$ cat src/rtl/alu_muldiv_seq.sv
// Iterative signed/unsigned multiply-divide unit writing HI/LO, one bit per cycle.
// Optional MULDIV_EARLY_EXIT_EN: zero operands skip the iteration phase.
module alu_muldiv_seq #(
  parameter int WIDTH = 32,
  parameter int CNT_W = 6
) (
  input  logic             clk,
  input  logic             reset,
  input  logic             start,
  input  logic [3:0]       op,
  input  logic [WIDTH-1:0] a,
  input  logic [WIDTH-1:0] b,
  output logic             busy,
  output logic             done,
  output logic             div_by_zero,
  output logic [WIDTH-1:0] hi,
  output logic [WIDTH-1:0] lo,
  output logic [1:0]       o_dbg_state
);

  // Handshake: a request is accepted on a rising edge where start==1, op is
  // valid and busy==0; done pulses for one cycle when hi/lo become valid.
  typedef enum logic [1:0] {S_IDLE = 2'd0, S_RUN = 2'd1, S_FIX = 2'd2} state_t;

  state_t             r_state, w_next;
  logic [CNT_W-1:0]   r_cnt;
  logic [WIDTH-1:0]   r_acc, r_mq, r_b, r_a;
  logic               r_is_div, r_sa, r_sb, r_bzero;

  logic               w_op_valid, w_is_div, w_signed, w_accept, w_early;
  logic               w_sa, w_sb;
  logic [WIDTH-1:0]   w_abs_a, w_abs_b;
  logic [WIDTH:0]     w_add, w_rem_sh;
  logic [WIDTH-1:0]   w_rem_sub, w_div_acc, w_div_mq, w_mul_acc, w_mul_mq;
  logic               w_ge;
  logic [2*WIDTH-1:0] w_prod, w_prod_fix;
  logic [WIDTH-1:0]   w_q_fix, w_r_fix;

  assign w_op_valid = (op == 4'd6) || (op == 4'd7) || (op == 4'd8) || (op == 4'd9);
  assign w_is_div   = (op == 4'd7) || (op == 4'd9);
  assign w_signed   = (op == 4'd6) || (op == 4'd7);
  assign w_accept   = (r_state == S_IDLE) && start && w_op_valid;
  assign w_sa       = w_signed & a[WIDTH-1];
  assign w_sb       = w_signed & b[WIDTH-1];
  // The most-negative value negates to itself, which is its correct unsigned magnitude.
  assign w_abs_a    = w_sa ? -a : a;
  assign w_abs_b    = w_sb ? -b : b;

`ifdef MULDIV_EARLY_EXIT_EN
  assign w_early = (a == '0) || (b == '0);
`else
  assign w_early = 1'b0;
`endif

  // Shift-add multiply step: {acc,mq} holds the partial product, mq's LSB is the next multiplier bit.
  assign w_add     = {1'b0, r_acc} + (r_mq[0] ? {1'b0, r_b} : '0);
  assign w_mul_acc = w_add[WIDTH:1];
  assign w_mul_mq  = {w_add[0], r_mq[WIDTH-1:1]};

  // Restoring divide step: remainder in acc, dividend bits shift out of mq while quotient bits shift in.
  assign w_rem_sh  = {r_acc, r_mq[WIDTH-1]};
  assign w_ge      = (w_rem_sh >= {1'b0, r_b});
  assign w_rem_sub = w_rem_sh[WIDTH-1:0] - r_b;
  assign w_div_acc = w_ge ? w_rem_sub : w_rem_sh[WIDTH-1:0];
  assign w_div_mq  = {r_mq[WIDTH-2:0], w_ge};

  assign w_prod     = {r_acc, r_mq};
  assign w_prod_fix = (r_sa ^ r_sb) ? -w_prod : w_prod;
  assign w_q_fix    = (r_sa ^ r_sb) ? -r_mq : r_mq;
  assign w_r_fix    = r_sa ? -r_acc : r_acc;

  assign busy        = (r_state != S_IDLE);
  assign o_dbg_state = r_state;

  always_ff @(posedge clk) begin
    if (reset) r_state <= S_IDLE;
    else       r_state <= w_next;
  end

  always_comb begin
    w_next = r_state;
    case (r_state)
      S_IDLE:  if (w_accept) w_next = w_early ? S_FIX : S_RUN;
      S_RUN:   if (r_cnt == '0) w_next = S_FIX;
      S_FIX:   w_next = S_IDLE;
      default: w_next = S_IDLE;
    endcase
  end

  always_ff @(posedge clk) begin
    if (reset) begin
      r_cnt       <= '0;
      r_acc       <= '0;
      r_mq        <= '0;
      r_b         <= '0;
      r_a         <= '0;
      r_is_div    <= 1'b0;
      r_sa        <= 1'b0;
      r_sb        <= 1'b0;
      r_bzero     <= 1'b0;
      done        <= 1'b0;
      div_by_zero <= 1'b0;
      hi          <= '0;
      lo          <= '0;
    end else begin
      done <= 1'b0;
      case (r_state)
        S_IDLE: begin
          if (w_accept) begin
            div_by_zero <= 1'b0;
            r_is_div    <= w_is_div;
            r_sa        <= w_sa;
            r_sb        <= w_sb;
            r_a         <= a;
            r_b         <= w_abs_b;
            r_bzero     <= (b == '0);
            r_acc       <= '0;
            r_mq        <= w_early ? '0 : w_abs_a;
            r_cnt       <= CNT_W'(WIDTH - 1);
          end
        end
        S_RUN: begin
          r_acc <= r_is_div ? w_div_acc : w_mul_acc;
          r_mq  <= r_is_div ? w_div_mq : w_mul_mq;
          if (r_cnt != '0) r_cnt <= r_cnt - CNT_W'(1);
        end
        S_FIX: begin
          done <= 1'b1;
          if (r_is_div && r_bzero) begin
            hi          <= r_a;
            lo          <= '1;
            div_by_zero <= 1'b1;
          end else if (r_is_div) begin
            hi <= w_r_fix;
            lo <= w_q_fix;
          end else begin
            hi <= w_prod_fix[2*WIDTH-1:WIDTH];
            lo <= w_prod_fix[WIDTH-1:0];
          end
        end
        default: ;
      endcase
    end
  end

endmodule

$ cat config.mk
export PLATFORM = sky130hd
export DESIGN_NAME = alu_muldiv_seq
export DESIGN_NICKNAME = d
export VERILOG_FILES = /design/src/rtl/alu_muldiv_seq.sv
export SDC_FILE = /design/constraint.sdc
export NUM_CORES = 1
export LEC_CHECK = 0
export CORE_MARGIN = 8
export CORE_UTILIZATION = 50
export CTS_BUF_LIST = sky130_fd_sc_hd__clkbuf_16
export CTS_CLUSTER_DIAMETER = 150
export DETAILED_ROUTE_END_ITERATION = 6
export PLACE_DENSITY = 0.72
export SYNTH_ARGS = -nofsm -noshare
export SYNTH_HDL_FRONTEND = slang
export SYNTH_SLANG_ARGS = --single-unit
$ cat constraint.sdc
create_clock -name clk -period 4 [get_ports clk]
set_clock_uncertainty 0.2 [all_clocks]
set_input_delay 0.4 -clock clk [delete_from_list [all_inputs] [get_ports clk]]
set_output_delay 0.4 -clock clk [all_outputs]
set_load 0.02 [all_outputs]
==> flow_results.xml <==
<?xml version="1.0" encoding="UTF-8"?>
<metrics>
  <group name="status">
    <metric name="run_status" unit="">finished clean</metric>
  </group>
  <group name="yosys">
    <metric name="synth_adder_area_share" unit="%">6.226</metric>
    <metric name="synthesis.nets" unit="">2097</metric>
    <metric name="synthesized_area_fraction_occupied_by_ao_oa_aoi_and_oai_cells" unit="%">28.58</metric>
    <metric name="syn_inst" unit="">1954</metric>
    <metric name="synth_warnings" unit="">0</metric>
    <metric name="synthesis.area" unit="sq um">14710</metric>
    <metric name="synth.area.top_cells" unit="">sky130_fd_sc_hd__dfxtp_1 28%, sky130_fd_sc_hd__a21oi_1 7.7%, sky130_fd_sc_hd__ha_1 6.0%, sky130_fd_sc_hd__xnor2_1 5.5%, sky130_fd_sc_hd__nor2_1 5.3%</metric>
    <metric name="synth_top_cell_by_area" unit="">sky130_fd_sc_hd__dfxtp_1</metric>
    <metric name="synth_xor_area_share" unit="%">10.30</metric>
    <metric name="seq_area_frac_synth" unit="%">28.03</metric>
    <metric name="synth_simple_gate_area_share" unit="%">18.34</metric>
    <metric name="largest_family_of_logic_cells_by_synthesized_area" unit="">compound AO/OA/AOI/OAI gates</metric>
    <metric name="synth_edf_count" unit="">0</metric>
    <metric name="yosysUniqueCellTypes" unit="">76</metric>
    <metric name="ys_seq_elements" unit="">206</metric>
    <metric name="postSynth.topFlopCell" unit="">sky130_fd_sc_hd__dfxtp_1</metric>
    <metric name="synth_largest_type_area_fraction" unit="%">28.03</metric>
    <metric name="synth_mux_area_share" unit="%">3.156</metric>
    <metric name="avgSynthCellArea" unit="sq um">7.528</metric>
    <metric name="share_of_flip_flops_with_an_asynchronous_set_or_reset" unit="%">0</metric>
  </group>
  <group name="worst_hold_path">
    <metric name="timing.hold.worst_endpoint" unit="">r_is_div</metric>
    <metric name="hold_path_class" unit="">in -&gt; reg</metric>
    <metric name="min-delay-start" unit="">op[0]</metric>
    <metric name="worst_hold_path.num_cells" unit="">3</metric>
  </group>
  <group name="power_and_ir_drop">
    <metric name="peakVddDrop" unit="mV">0.2805</metric>
    <metric name="netSwitchingPower" unit="mW">1.785</metric>
    <metric name="power_density" unit="nW/um^2">333.3</metric>
    <metric name="switching_share" unit="%">30.62</metric>
    <metric name="total_power_after_layout" unit="mW">5.830</metric>
    <metric name="share_clk_of_total_power" unit="%">39.2</metric>
    <metric name="static_power_due_to_leakage" unit="nW">6.762</metric>
    <metric name="combPwrFrac" unit="%">22.6</metric>
    <metric name="seq_power_share" unit="%">38.1</metric>
    <metric name="cell_internal_pwr" unit="mW">4.044</metric>
  </group>
  <group name="job">
    <metric name="timing.max_cap.violations" unit="">0</metric>
  </group>
  <group name="drt">
    <metric name="postRouteWirelength" unit="um">51170</metric>
    <metric name="routed_via_density" unit="">6.133</metric>
    <metric name="detail_route.first_pass.iterations" unit="">6</metric>
    <metric name="dr_wl_met2" unit="um">21850</metric>
    <metric name="antenna_violating_nets_post_route" unit="">0</metric>
    <metric name="maxUsedRoutingLayer" unit="">met4</metric>
    <metric name="drt_drc_violations_left" unit="">0</metric>
    <metric name="route.met3.wl" unit="um">4260</metric>
    <metric name="total_routed_wire_length_on_the_met1_layer" unit="um">23230</metric>
    <metric name="wire_per_inst" unit="um">20.77</metric>
    <metric name="drt_iter0_markers" unit="">1379</metric>
    <metric name="via_count" unit="">15106</metric>
  </group>
  <group name="cells_and_area">
    <metric name="layout_fillers" unit="">2796</metric>
    <metric name="fin_nets" unit="">2200</metric>
    <metric name="multiInputGateArea" unit="sq um">9839</metric>
    <metric name="mostFrequentLayoutCell" unit="">sky130_fd_sc_hd__a21oi_1</metric>
    <metric name="ff_latch_area" unit="sq um">4125</metric>
    <metric name="layout_common_cells" unit="">227 x sky130_fd_sc_hd__a21oi_1, 207 x sky130_fd_sc_hd__nor2_1, 205 x sky130_fd_sc_hd__dfxtp_1</metric>
    <metric name="layoutNonFillerInstCount" unit="">2463</metric>
    <metric name="diodes" unit="">0</metric>
    <metric name="area_growth_syn_to_layout" unit="%">18.88</metric>
    <metric name="postLayoutCoreUtil" unit="%">59.64</metric>
    <metric name="post_route_cells_drive_above_1_share" unit="%">6.609</metric>
  </group>
  <group name="floorplan">
    <metric name="design.core.area" unit="sq um">29320</metric>
    <metric name="die_area" unit="sq um">35170</metric>
    <metric name="fp-row-count" unit="">63</metric>
    <metric name="die_height" unit="um">187.5</metric>
    <metric name="floorplan.initialDensity" unit="%">50.17</metric>
    <metric name="floorplan.io_pins" unit="">140</metric>
    <metric name="die_width" unit="um">187.5</metric>
  </group>
  <group name="clock_network">
    <metric name="number_of_buffers_created_by_cts" unit="">24</metric>
    <metric name="tritoncts" unit="">done</metric>
    <metric name="worstSkewPairLatency" unit="ps">530</metric>
    <metric name="cts.sinks" unit="">206</metric>
    <metric name="clock_path_buffers" unit="">3</metric>
    <metric name="clkSlewWorstSetupHoldPaths" unit="ps">60</metric>
    <metric name="cts_htree_levels" unit="">1</metric>
    <metric name="postCtsHoldBufs" unit="">0</metric>
    <metric name="clk_root_buffer_cell" unit="">sky130_fd_sc_hd__clkbuf_16</metric>
  </group>
  <group name="timing">
    <metric name="report.final.setup_viol" unit="">0</metric>
    <metric name="worst_pin_slew" unit="ps">1233</metric>
    <metric name="period_needed" unit="ps">3718</metric>
    <metric name="worst_slack" unit="ps">281.6</metric>
    <metric name="finalHoldViolCount" unit="">0</metric>
    <metric name="fmax" unit="GHz">0.2689</metric>
    <metric name="final_slew_violations" unit="">0</metric>
    <metric name="period_share" unit="%">92.96</metric>
    <metric name="setup_tns" unit="ps">0</metric>
    <metric name="timing.max_slew.rel_slack" unit="%">17.59</metric>
    <metric name="rsz0062_at_grt" unit="">false</metric>
  </group>
  <group name="setup_path">
    <metric name="critPathLaunchType" unit="">flip-flop</metric>
    <metric name="endpoint_kind" unit="">flip-flop</metric>
    <metric name="data_required_time_at_the_worst_endpoint" unit="ps">4210</metric>
    <metric name="timing.critical_path.fanout_max" unit="">8</metric>
    <metric name="timing_worst_setup_path_type" unit="">reg -&gt; reg</metric>
    <metric name="worst-r2r-cell-count" unit="">9</metric>
    <metric name="reg2reg_slack" unit="ps">280</metric>
    <metric name="rr_endpoint" unit="">hi[20]</metric>
    <metric name="worstPathArrival" unit="ps">3930</metric>
    <metric name="timing.rr.start" unit="">r_mq[6]</metric>
  </group>
  <group name="global_routing">
    <metric name="overflow" unit="">0</metric>
    <metric name="globalRouteTotalUtil" unit="%">27.62</metric>
    <metric name="grt_start_max_net_pins" unit="">91</metric>
    <metric name="via_count_of_the_first_global_routing_pass" unit="">14334</metric>
    <metric name="antenna_found_initial" unit="">0</metric>
    <metric name="grt_pass1_wl" unit="um">79780</metric>
  </group>
  <group name="placement">
    <metric name="worst_setup_slack_before_clock_tree_synthesis" unit="ps">258.8</metric>
    <metric name="gp_congestion" unit="">0.9761</metric>
    <metric name="placement.io_buffers" unit="">139</metric>
    <metric name="placedCellCount" unit="">2421</metric>
    <metric name="detailed_place_hpwl" unit="um">38520</metric>
  </group>
</metrics>
-- layer usage --
layer	vias to the layer above	track usage, %
met1	7113	38.50
li1	7305	-
met4	0	9.364
met3	100	5.721
met5	-	0
met2	588	41.76
-- layout make-up --
type / instances / share of cell area, %
multi-input combinational: 1541 / 56.26
sequential: 206 / 23.59
timing repair buffer: 212 / 11.22
clock buffer: 25 / 3.577
tap: 390 / 2.790
inverter: 72 / 1.545
clock inverter: 17 / 1.016
-- metrics by stage --
step	hold slack [ps]	instance area, sq um
after floorplan	231.9	14710
after global placement	239.1	16680
after detailed placement	242.9	16680
after CTS	225.4	17480
after global routing	255.5	17490
final	244.4	17490
-- synthesized netlist by cell type, types with 5 or more instances --
cell	n
sky130_fd_sc_hd__or3_1	19
sky130_fd_sc_hd__and2_1	8
sky130_fd_sc_hd__nand2b_1	15
sky130_fd_sc_hd__o21bai_1	9
sky130_fd_sc_hd__xor2_1	80
sky130_fd_sc_hd__nor4_1	16
sky130_fd_sc_hd__a22oi_1	21
sky130_fd_sc_hd__o41ai_1	14
sky130_fd_sc_hd__or2_2	6
sky130_fd_sc_hd__or4_1	18
sky130_fd_sc_hd__a31o_2	5
sky130_fd_sc_hd__nand2_1	186
sky130_fd_sc_hd__nor3_1	33
sky130_fd_sc_hd__xnor2_1	93
sky130_fd_sc_hd__a31oi_1	18
sky130_fd_sc_hd__nor2_1	208
sky130_fd_sc_hd__o211ai_1	8
sky130_fd_sc_hd__mux2i_1	43
sky130_fd_sc_hd__and4_1	6
sky130_fd_sc_hd__buf_1	7
sky130_fd_sc_hd__o21ai_0	126
sky130_fd_sc_hd__inv_1	72
sky130_fd_sc_hd__o21a_1	5
sky130_fd_sc_hd__o22ai_1	11
sky130_fd_sc_hd__nand3_1	29
sky130_fd_sc_hd__a31o_1	6
sky130_fd_sc_hd__nor2b_1	9
sky130_fd_sc_hd__clkbuf_1	123
sky130_fd_sc_hd__a211oi_1	78
sky130_fd_sc_hd__a311oi_1	10
sky130_fd_sc_hd__dfxtp_1	206
sky130_fd_sc_hd__o221ai_1	6
sky130_fd_sc_hd__a21o_1	30
sky130_fd_sc_hd__a211o_1	6
sky130_fd_sc_hd__o31ai_1	21
sky130_fd_sc_hd__and3_1	10
sky130_fd_sc_hd__a21oi_1	227
sky130_fd_sc_hd__o311ai_0	5
sky130_fd_sc_hd__ha_1	70
sky130_fd_sc_hd__a221oi_1	10
sky130_fd_sc_hd__a2111oi_0	5
sky130_fd_sc_hd__nand4_1	12
sky130_fd_sc_hd__a41oi_1	5
-- power groups by stage --
stage	registers (mW)	logic, mW	clock network [mW]
after floorplan	2.23	0.867	0
after global placement	2.26	1.28	0
after detailed placement	2.26	1.29	0
after CTS	2.22	1.30	2.32
after global routing	2.23	1.43	2.38
final	2.22	1.32	2.29
-- logic make-up (layout without fill, tap and decap cells) --
group | count (synthesis) | count (layout)
simple gates | 590 | 590
fa+ha+maj | 72 | 72
compound gates | 660 | 660
buf+inv | 207 | 326
flops | 206 | 206
xor+xnor | 173 | 173
mux | 46 | 46
-- critical path, cell delays in order (launching register included) --
cell and delay (ps):
sky130_fd_sc_hd__dfxtp_1 380, sky130_fd_sc_hd__or4_4 580, sky130_fd_sc_hd__or4_4 480, sky130_fd_sc_hd__and4b_1 440, sky130_fd_sc_hd__o211ai_2 130, sky130_fd_sc_hd__or4_1 590, sky130_fd_sc_hd__o41ai_4 340, sky130_fd_sc_hd__xor2_1 180
sky130_fd_sc_hd__a21oi_1 80, sky130_fd_sc_hd__a31o_1 180
-- sequential cells by signal, indices dropped and copies added (netlist names) --
| register | count |
|---|---|
| r_bzero | 1 |
| hi | 32 |
| lo | 32 |
| r_acc | 32 |
| o_dbg_state | 2 |
| r_a | 32 |
| r_mq | 32 |
| r_b | 32 |
| done | 1 |
| r_is_div | 1 |
| div_by_zero | 1 |
| r_sb | 1 |
| r_sa | 1 |
| r_cnt | 6 |
-- worst max path at each step --
| stage | depth (start not counted) | slack [ps] | to | startpoint |
|---|---|---|---|---|
| floorplan | 13 | 500 | r_acc[27] | r_mq[0] |
| global placement | 10 | 320 | r_mq[29] | a[11] |
| detailed placement | 14 | 260 | r_acc[30] | r_mq[0] |
| CTS | 14 | 230 | r_acc[30] | r_mq[0] |
| global route | 13 | 70 | r_acc[27] | r_mq[0] |
| finish | 9 | 280 | hi[20] | r_mq[6] |
-- timing repair --
action | in CTS | in global routing
gates resized for setup | 0 | 3
setup buffers | 0 | 0
endpoints found under the hold margin | 0 | 0
endpoints found under the setup margin | 0 | 2
(Power assumes the default switching activity.)
